**src/rtl/hazard_ctrl.sv**
```systemverilog
// hazard_ctrl: RAW-stall, branch-flush and memory-wait freeze control for the ID stage,
// with a sticky wait timeout and saturating stall/flush cycle counters.
module hazard_ctrl #(
    parameter bit         FWD_EN   = 1'b1,
    parameter logic [3:0] WAIT_MAX = 4'd15,
    parameter int         CNT_W    = 16
) (
    input  logic             clk,
    input  logic             rst,
    input  logic [3:0]       src1,
    input  logic [3:0]       src2,
    input  logic             two_src,
    input  logic             id_valid,
    input  logic [3:0]       EXE_Dest,
    input  logic             EXE_WB_EN,
    input  logic             EXE_MEM_R_EN,
    input  logic [3:0]       MEM_Dest,
    input  logic             MEM_WB_EN,
    input  logic             B_exe,
    input  logic             mem_req,
    input  logic             mem_ready,
    output logic             freeze_IF,
    output logic             freeze_ID,
    output logic             freeze_all,
    output logic             Flush,
    output logic             mem_timeout,
    output logic [CNT_W-1:0] stall_cnt,
    output logic [CNT_W-1:0] flush_cnt
);
    typedef enum logic {RUN, MEM_WAIT} state_t;
    state_t           state_q, state_d;
    logic [3:0]       wait_cnt_q, wait_cnt_d;
    logic             timeout_q, timeout_d;
    logic [CNT_W-1:0] stall_q, stall_d, flush_q, flush_d;
    logic             hz_exe, hz_mem, raw, mem_wait, waiting;

    always_comb begin
        hz_exe     = EXE_WB_EN & ((src1 == EXE_Dest) | (two_src & (src2 == EXE_Dest)));
        hz_mem     = MEM_WB_EN & ((src1 == MEM_Dest) | (two_src & (src2 == MEM_Dest)));
        raw        = id_valid & (FWD_EN ? (hz_exe & EXE_MEM_R_EN) : (hz_exe | hz_mem));
        waiting    = state_q == MEM_WAIT;
        // Outputs are gated by rst so they read 0 while reset is held, whatever the inputs.
        mem_wait   = rst & (waiting | (mem_req & ~mem_ready));
        freeze_all = mem_wait;
        Flush      = rst & ~mem_wait & B_exe;
        freeze_IF  = mem_wait | (rst & ~B_exe & raw);
        freeze_ID  = freeze_IF;
        state_d    = waiting ? (mem_ready ? RUN : MEM_WAIT)
                             : ((mem_req & ~mem_ready) ? MEM_WAIT : RUN);
        wait_cnt_d = (waiting & ~mem_ready) ? ((wait_cnt_q == 4'hF) ? wait_cnt_q : wait_cnt_q + 4'd1) : 4'd0;
        timeout_d  = timeout_q | (waiting & ~mem_ready & (wait_cnt_d == WAIT_MAX));
        stall_d    = stall_q + CNT_W'(freeze_IF & ~(&stall_q));
        flush_d    = flush_q + CNT_W'(Flush & ~(&flush_q));
    end

    always_ff @(posedge clk or negedge rst) begin
        if (!rst) begin
            state_q    <= RUN;
            wait_cnt_q <= '0;
            timeout_q  <= 1'b0;
            stall_q    <= '0;
            flush_q    <= '0;
        end else begin
            state_q    <= state_d;
            wait_cnt_q <= wait_cnt_d;
            timeout_q  <= timeout_d;
            stall_q    <= stall_d;
            flush_q    <= flush_d;
        end
    end

    assign mem_timeout = timeout_q;
    assign stall_cnt   = stall_q;
    assign flush_cnt   = flush_q;
endmodule
```
**config.mk**
```make
export PLATFORM = sky130hd
export DESIGN_NAME = hazard_ctrl
export DESIGN_NICKNAME = d
export VERILOG_FILES = /design/src/rtl/hazard_ctrl.sv
export SDC_FILE = /design/constraint.sdc
export NUM_CORES = 1
export LEC_CHECK = 0
export BUFFER_PORTS_ARGS = -buffer_cell sky130_fd_sc_hd__buf_2
export CAP_MARGIN = 10
export CORE_UTILIZATION = 40
export CTS_CLUSTER_SIZE = 40
export DETAILED_ROUTE_END_ITERATION = 10
export GPL_ROUTABILITY_DRIVEN = 1
export PLACE_DENSITY = 0.76
export SYNTH_ARGS = -nofsm -noshare
export SYNTH_HDL_FRONTEND = slang
export SYNTH_SLANG_ARGS = --single-unit
```
**constraint.sdc**
```tcl
create_clock -name clk -period 3.6 [get_ports clk]
set_input_delay 0.54 -clock clk [delete_from_list [all_inputs] [get_ports clk]]
set_output_delay 0.54 -clock clk [all_outputs]
set_load 0.005 [all_outputs]
```
Word-level counts from Yosys, hierarchy flattened
Index checks and enable logic that the tools add are counted.
{"block": "totals", "in_bits": 26, "latch_bits": 0, "ram_bits": 0, "wordCells": 42, "mem_count": 0, "mem_bits_ro": 0, "register_bits": 38}
{"block": "op_classes", "n_addsub": 3, "mul": 0, "magnitude_cmp": 0, "eq_ne": 4, "shifts": 0, "bitwise_logic": 23, "mux": 5, "n_div": 0, "n_reduce_logical": 2}
{"cell": "adder 16 bit", "count": 2}
{"cell": "bitwise AND 1 x 16 -> 16 bit", "count": 2}
{"cell": "inverter 1 -> 16 bit", "count": 2}
{"cell": "AND reduction 16 bit", "count": 2}
{"cell": "bitwise AND 1 bit", "count": 12}
{"cell": "equality test 4 bit", "count": 2}
{"cell": "equality test 4 bit (second input constant)", "count": 2}
{"cell": "2-to-1 mux 4 bit", "count": 2}
{"cell": "adder 4 x 1 -> 4 bit (second input constant)", "count": 1}
{"cell": "OR 1 bit", "count": 4}
{"cell": "2-to-1 mux 1 bit", "count": 3}
{"cell": "inverter 1 bit", "count": 3}

Logic depth before layout (Yosys ltp)
Gate-level depths: netlist of the first run.
{"block": "logic_depth", "word_depth": 10, "depth_mapped": 11}

Least setup slack after synthesis of the first run
No wires, ideal clock.
{"block": "synth_path", "path_kind": "input to register", "startpoint": "in EXE_Dest[1]", "endpoint": "reg stall_q[12], in the netlist stall_cnt[12]", "t_required_ps": 3521, "path_stages": 10, "arrival_time_ps": 2414, "slack_ps": 1107, "path_cell_list": "xor2_1 o41ai_1 a41o_1 o41a_1 ha_1 ha_1 nand3_1 nor2_1 and3_1 xor2_1"}
{"block": "synth_between", "elab_chain_len": 10}
{"element": "start: declaration", "line": "14", "text": "input logic [3:0] EXE_Dest,"}
{"element": "equality test 4 bit", "line": "38", "text": "hz_exe = EXE_WB_EN & ((src1 == EXE_Dest) | (two_src & (src2 == EXE_Dest)));"}
{"element": "bitwise AND 1 bit", "line": "38"}
{"element": "OR 1 bit (*)", "line": "38"}
{"element": "bitwise AND 1 bit (*)", "line": "38"}
{"element": "bitwise AND 1 bit (*) (2 in a row)", "line": "40", "text": "raw = id_valid & (FWD_EN ? (hz_exe & EXE_MEM_R_EN) : (hz_exe | hz_mem));"}
{"element": "bitwise AND 1 bit (*)", "line": "46", "text": "freeze_IF = mem_wait | (rst & ~B_exe & raw);"}
{"element": "OR 1 bit (*)", "line": "46"}
{"element": "net freeze_ID", "line": "23", "text": "output logic freeze_ID,"}
{"element": "bitwise AND 1 x 16 -> 16 bit (*)", "line": "52", "text": "stall_d = stall_q + CNT_W'(freeze_IF & ~(&stall_q));"}
{"element": "adder 16 bit (*)", "line": "52"}
{"element": "net stall_d[12]", "line": "34", "text": "logic [CNT_W-1:0] stall_q, stall_d, flush_q, flush_d;"}
{"element": "end signal: assignment", "line": "67", "text": "stall_q <= stall_d;"}
{"element": "end: declaration", "line": "34"}
Mark *: on every way through the listed nets, which the timed path passes. The rest lies on a longest branch.

Final worst setup path of the first run
{"block": "layout_path", "startpoint": "in EXE_Dest[1]", "endpoint": "reg stall_q[12], in the netlist stall_cnt[12]"}
{"block": "layout_between", "elab_chain_len": 10}
{"element": "equality test 4 bit", "line": "38"}
{"element": "bitwise AND 1 bit", "line": "38"}
{"element": "OR 1 bit (*)", "line": "38"}
{"element": "bitwise AND 1 bit (*)", "line": "38"}
{"element": "bitwise AND 1 bit (*) (2 in a row)", "line": "40"}
{"element": "bitwise AND 1 bit (*)", "line": "46"}
{"element": "OR 1 bit (*)", "line": "46"}
{"element": "bitwise AND 1 x 16 -> 16 bit (*)", "line": "52"}
{"element": "adder 16 bit (*)", "line": "52"}
{"element": "net stall_d[12]", "line": "34"}
Marked as above.

==> run_results.csv, run 1 <==
group,metric,value,unit
logic_synthesis,synth_area_leader_cell,"dfrtp_1",
placement,dp_hpwl,2510,µm
cts,cts_tree,"yes",
routing,dr_total_vias,1357,
sta,relSlewSlack,68.8,%
setup_path,cp.required,3810,ps
logic_synthesis,seq_area_frac_synth,53.3,%
sta,max_freq,0.386,GHz
logic_synthesis,synthesis.area,1780,µm²
logic_synthesis,avgSynthCellArea,11.2,µm²
global_routing,overflow,0,
placement,dp.cells,266,
routing,route.detailed.drc,0,
final_layout,final_cells,274,
run_status,status,"finished, final reports clean",
sta,min_period_over_period,72.0,%
setup_path,cpPeakStageDelay,360,ps
setup_path,cp_max_fo,4,
cts,h-tree-depth,2,
logic_synthesis,synth-edff-count,0,
cts,clock-sinks,38,
setup_path,cp-end-kind,"flop",
setup_path,cp_top_family,"compound AO/OA/AOI/OAI gates",
routing,totalWireLength,3360,µm
logic_synthesis,synth_cell_types,29,
sta,fin_setup_tns,0,ps
floorplanning,row_count,23,
sta,fin_worst_skew,7.34,ps
setup_path,cp.arrival,2800,ps
routing,first_pass_iters,4,
setup_path,reg2reg_slack,1070,ps
routing,post_drt_wl_per_cell,12.2,µm
floorplanning,die_width,68.8,µm
cts,clkTransAtPathRegs,70,ps
setup_path,crit_type,"input pin to flop",
placement,gp_congestion,0.769,
global_routing,grtUsageTotal,15.4,%
logic_synthesis,syn_inst,159,
sta,post-route-min-period,2590,ps
routing,avgViaCountPerCell,4.95,
floorplanning,core,4140,µm²
final_layout,area_delta_synth_final,24.6,%
setup_path,slowest_stage,"o41ai_1",
floorplanning,pin_count,63,
pwr,power_density,455,nW/µm²
global_routing,grt_max_degree,39,
job,drv_cap,0,
logic_synthesis,yosys-top-cells-area,"dfrtp_1 53%, xnor2_1 12%, xor2_1 5.9%",
cts,holdBufCountCts,0,
logic_synthesis,yosysWarnings,0,
final_layout,diodes,0,
setup_path,worstReg2RegStart,"flush_cnt[10]",
logic_synthesis,yosysTopAreaCellShare,53.3,%
setup_path,cp-start-kind,"input pin",
final_layout,drive_above_1_share,30.8,%
setup_path,startpoint,"EXE_Dest[1]",
pwr,irDropWorstVdd,309,µV
logic_synthesis,synth-main-ff-cell,"dfrtp_1",
routing,antenna_left,0,
cts,cts_buffer_depth,2,
final_layout,nNetsFinal,254,
floorplanning,die_area,4730,µm²
logic_synthesis,async_flop_share,100,%
cts,cts_resized,0,
pwr,p_leak,1.17,nW
global_routing,grt_pass1_vias,1186,
placement,portBuffers,57,
logic_synthesis,synthTopCellsByCount,"38 x dfrtp_1, 25 x xnor2_1, 15 x nand2_1",
worst_hold_path,hold_class,"input pin to asynchronous set/reset pin",
cts,cts_buffers,5,
sta,worst_pin_slew,467,ps
cts,cts_setup_buffers,0,
sta,hold_viol_final,0,
setup_path,path_buf_inv,1,
global_routing,antenna_found_initial,0,
routing,drt_iter0_drc,36,
floorplanning,start_util,43.1,%
sta,drv_slew,0,
sta,setup_viol,0,
logic_synthesis,yosysMostFrequentCell,"dfrtp_1",
sta,rsz0062_at_grt,"no",
logic_synthesis,syn_nets,190,
cts,insertion_delay,290,ps
cts,cts_root_buf,"clkbuf_8",
final_layout,postLayoutCellArea,2220,µm²
setup_path,cp_cell_sequence,"buf_2 > xor2_1 > o41ai_1 > a41o_1 > o41a_1 > ha_1 > ha_1 > nand3_1 > nor2_1 > and3_1 > xor2_1",
global_routing,grt_first_pass_wirelength,5240,µm
logic_synthesis,synth-seq-cells,38,
floorplanning,die_h,68.8,µm
placement,place_area,2130,µm²
[area by class of cell]
type / instances / area (µm²)
Multi-Input combinational cell: 118 / 818
Timing Repair Buffer: 58 / 293
Fill cell: 384 / 1920
Inverter: 2 / 7.51
Clock inverter: 1 / 5.00
Clock buffer: 7 / 86.3
Tap cell: 50 / 62.6
Sequential cell: 38 / 951
[cell usage in the layout (no fill, tap or decap), types with 2 or more instances in the layout]
cell,count
nand4_1,7
dfrtp_1,38
nand3_1,13
xor2_1,12
and3_1,6
inv_1,2
nor2_1,12
xnor2_1,25
clkbuf_8,6
nor3_1,4
o41a_1,2
nand2_1,15
a41o_1,2
buf_2,57
ha_1,5
[per-layer routing]
metal | vias to the layer above | part of all wire, % | global-route usage [%]
met5 | - | 0 | 0
met4 | 0 | 1.8 | 7.65
met3 | 7 | 6.6 | 4.44
met2 | 46 | 45 | 23.8
met1 | 621 | 46 | 19.6
li1 | 683 | - | -
[through the flow]
step	util (%)	hold slack (ps)	setup WS, ps	total power, W
2_1_floorplan	-	244	1110	0.000625
3_3_place_gp	51.4	461	725	0.000719
3_5_place_dp	51.4	458	701	0.000727
4_1_cts	53.7	375	1000	0.00102
5_1_grt	53.7	408	782	0.00108
6_report	53.7	353	1010	0.00101
[cells by family (layout without fill, tap and decap cells)]
group / count (synthesis) / count (layout) / share of synthesized area [%]
AOI/OAI and AO/OA: 10 / 10 / 4.70
xor gates and xnor gates: 37 / 37 / 18.2
adders and majority gates: 5 / 5 / 3.51
buffers and inverters: 3 / 68 / 0.842
DFF: 38 / 38 / 53.3
muxes: 1 / 1 / 0.561
and+or+nand+nor: 65 / 65 / 18.9
[power by group]
group	switching [W]	internal, W	total [W]
sequential	0.0000686	0.000484	0.000553
combinational	0.0000752	0.0000875	0.000163
clock	0.000142	0.000154	0.000296
total	0.000285	0.000726	0.00101
[sequential cells by signal, summed over array words and instances, names as in the netlist]
signal       count
flush_cnt       16
stall_cnt       16
wait_cnt_q       4
mem_timeout      1
state_q          1
[worst paths after layout]
kind,to,cells past startpoint
worst min-delay path,flush_cnt[6],2
min in group clk,state_q,2
worst min register to register,mem_timeout,1
worst max-delay path,stall_cnt[12],11
max in group asynchronous,stall_cnt[8],2
worst max register to register,flush_cnt[14],10
(Power assumes the default switching activity.)
==> run 2: changes to the inputs <==
Settings changed: ABC_AREA set to 1, PLACE_DENSITY 0.76 to 0.75.
Clock period 3.6 ns to 2.4 ns, I/O delays scaled along.
==> run_results.csv, run 2 <==
group,metric,value,unit
floorplanning,core,4750,µm²
logic_synthesis,syn_nets,247,
logic_synthesis,synthesis.area,1990,µm²
cts,cts_buffers,5,
global_routing,overflow,0,
routing,post_drt_wl_per_cell,11.8,µm
logic_synthesis,synth_compound_area_share,2.08,%
routing,first_pass_iters,4,
pwr,power.share.clock,27.4,%
routing,routed.top_layer,"met4",
routing,antenna_left,0,
routing,wl_met2,1990,µm
cts,cts_tree,"yes",
sta,worst_pin_slew,461,ps
logic_synthesis,seq_area_frac_synth,47.8,%
floorplanning,die_width,72.5,µm
cts,clock-sinks,38,
floorplanning,pin_count,63,
sta,post-route-min-period,2290,ps
global_routing,grt_pass1_vias,1478,
setup_path,cp_num_cells,13,
logic_synthesis,synth_area_leader_cell,"dfrtp_1",
logic_synthesis,synth-main-ff-cell,"dfrtp_1",
pwr,power.total,0.00157,W
global_routing,grtUsageTotal,16.6,%
cts,insertion_delay,280,ps
cts,cts_root_buf,"clkbuf_8",
worst_hold_path,hold_depth,2,
setup_path,path_buf_inv,3,
sta,relSlewSlack,69.3,%
pwr,seq_power_share,54.1,%
logic_synthesis,synth-edff-count,0,
final_layout,diodes,0,
floorplanning,row_count,25,
logic_synthesis,avgSynthCellArea,9.20,µm²
logic_synthesis,syn_inst,216,
cts,clkTransAtPathRegs,70,ps
sta,drv_slew,0,
job,drv_cap,0,
setup_path,cp_cell_sequence,"dlygate4sd3_1 > buf_4 > nand3_1 > a31oi_1 > ha_2 > ha_1 > inv_1 > nor2_4 > nand2_4 > nor2_4 > nand2_2 > nor2_2 > xor2_1",
routing,dr_total_vias,1596,
global_routing,antenna_found_initial,0,
sta,hold_viol_final,0,
logic_synthesis,yosysWarnings,0,
pwr,switching_share,30.1,%
floorplanning,die_h,72.5,µm
pwr,p_leak,1.38,nW
final_layout,fillerInstances,489,
sta,fin_worst_skew,6.34,ps
sta,fin_ws,111,ps
sta,min_period_over_period,95.4,%
worst_hold_path,hold_class,"input pin to flop",
floorplanning,die_area,5260,µm²
sta,setup_viol,0,
setup_path,cp.required,2600,ps
logic_synthesis,synthXorXnorAreaFrac,13.2,%
final_layout,area_delta_synth_final,25.4,%
placement,gp_congestion,0.745,
final_layout,drive_above_1_share,32.6,%
routing,totalWireLength,4120,µm
final_layout,most-common-layout-cells,"56 x buf_2, 38 x dfrtp_1, 37 x inv_1, 37 x nand2_1, 18 x xor2_1",
global_routing,grt_first_pass_wirelength,6570,µm
logic_synthesis,synth-seq-cells,38,
setup_path,cpPeakStageDelay,550,ps
sta,max_freq,0.437,GHz
sta,fin_setup_tns,0,ps
routing,wl_met3,184,µm
final_layout,nNetsFinal,314,
logic_synthesis,yosys-top-cells-area,"dfrtp_1 48%, xor2_1 7.9%, inv_1 7.0%",
logic_synthesis,yosysMostFrequentCell,"dfrtp_1",
setup_path,cp_top_family,"buffers and inverters",
setup_path,cp_max_fo,4,
logic_synthesis,yosysTopAreaCellShare,47.8,%
placement,preCtsSetupSlack,134,ps
setup_path,crit_type,"input pin to flop",
logic_synthesis,synthMuxAreaShare,0,%
routing,m1WireLength,1900,µm
cts,cts_buffer_depth,2,
run_status,status,"finished, final reports clean",
setup_path,r2r_cells,12,
routing,route.detailed.drc,0,
pwr,p_int,0.00110,W
setup_path,cp-end-kind,"flop",
placement,portBuffers,57,
logic_synthesis,synth_top_family_by_area,"simple AND/OR/NAND/NOR gates",
setup_path,cp-start-kind,"input pin",
logic_synthesis,synth-simple-area-share,26.2,%
pwr,power_density,630,nW/µm²
logic_synthesis,synthTopCellsByCount,"38 x dfrtp_1, 37 x inv_1, 37 x nand2_1",
setup_path,cp.arrival,2490,ps
pwr,irDropWorstVdd,400,µV
logic_synthesis,synth_cell_types,25,
setup_path,slowest_stage,"dlygate4sd3_1",
pwr,switchingPower,0.000473,W
final_layout,final_common_cell,"buf_2",
floorplanning,start_util,41.8,%
global_routing,grt_max_degree,38,
logic_synthesis,async_flop_share,100,%
logic_synthesis,synth_fa_ha_area_share,3.15,%
cts,h-tree-depth,2,
setup_path,crit_top_cell,"nor2_4",
placement,dp_hpwl,3180,µm
pwr,p_comb_share,18.5,%
routing,avgViaCountPerCell,4.57,
routing,drt_iter0_drc,52,
run 2: cell types whose count changed after synthesis, sizes merged, moves of 2 or more:
cell	delta
a41o	-2
nand3	+2
nor2	+10
and3	-7
xnor2	-13
nand4	+3
o41a	-2
xor2	+6
nand2	+26
inv	+36
a21oi	+2
nor3	+2
run 2: metrics by stage:
stage                     utilization (%)  instances  hold slack, ps  instance area [µm²]
final                                52.4        349             321                 2490
after global routing                 52.4        349             317                 2490
after CTS                            51.5        347             318                 2450
after detailed placement             49.6        340             170                 2360
after global placement               49.6        340             169                 2360
after floorplan                         -        216            64.4                 1990
run 2: final timing paths:
check / slack (ps) / startpoint / endpoint
max reg2reg: 240 / flush_cnt[6] / flush_cnt[14]
max in group asynchronous: 1340 / rst / stall_cnt[1]
min in group asynchronous: 430 / rst / state_q
min: 320 / mem_req / state_q
max: 110 / rst / flush_cnt[14]
min reg2reg: 470 / mem_timeout / mem_timeout
run 2: area by class of cell:
cell class	instances	area (µm²)	share of cell area (%)
Clock buffer	6	82.6	3.31
Inverter	38	143	5.72
Multi-Input combinational cell	139	912	36.6
Sequential cell	38	951	38.2
Tap cell	67	83.8	3.36
Timing Repair Buffer	61	320	12.9
run 2: cells by family (layout without fill, tap and decap cells):
family / count (synthesis) / after routing
simple gates: 97 / 97
buf+inv: 39 / 105
flops: 38 / 38
xor+xnor: 30 / 30
compound gates: 7 / 7
fa+ha+maj: 5 / 5
run 2: power by group through the flow:
stage | Clock [W] | Combinational [W] | Sequential [W]
2_1_floorplan | 0 | 0.000127 | 0.000848
3_3_place_gp | 0 | 0.000275 | 0.000855
3_5_place_dp | 0 | 0.000286 | 0.000858
4_1_cts | 0.000443 | 0.000288 | 0.000846
5_1_grt | 0.000471 | 0.000330 | 0.000867
6_report | 0.000430 | 0.000290 | 0.000850
run 2: worst register-to-register path, stage by stage (launching register included):
cell and delay [ps]:
dfrtp_1 460, nand4_1 170, inv_1 120, a31oi_1 190, ha_2 230, ha_1 180, inv_1 70, nor2_4 130
nand2_4 80, nor2_4 110, nand2_2 80, nor2_2 100, xor2_1 170
run 2: layer usage:
| layer | vias up | global-route usage, % |
|---|---|---|
| met5 | - | 0 |
| met4 | 0 | 6.10 |
| met3 | 4 | 4.44 |
| met2 | 40 | 27.8 |
| met1 | 748 | 20.5 |
| li1 | 804 | - |
run 2: timing repair:
item | in CTS | in global routing
endpoints found under the setup margin | 0 | 7
buffers inserted | 0 | 2
hold buffers | 1 | 0
endpoints found under the hold margin | 1 | 0
resized for setup | 0 | 8
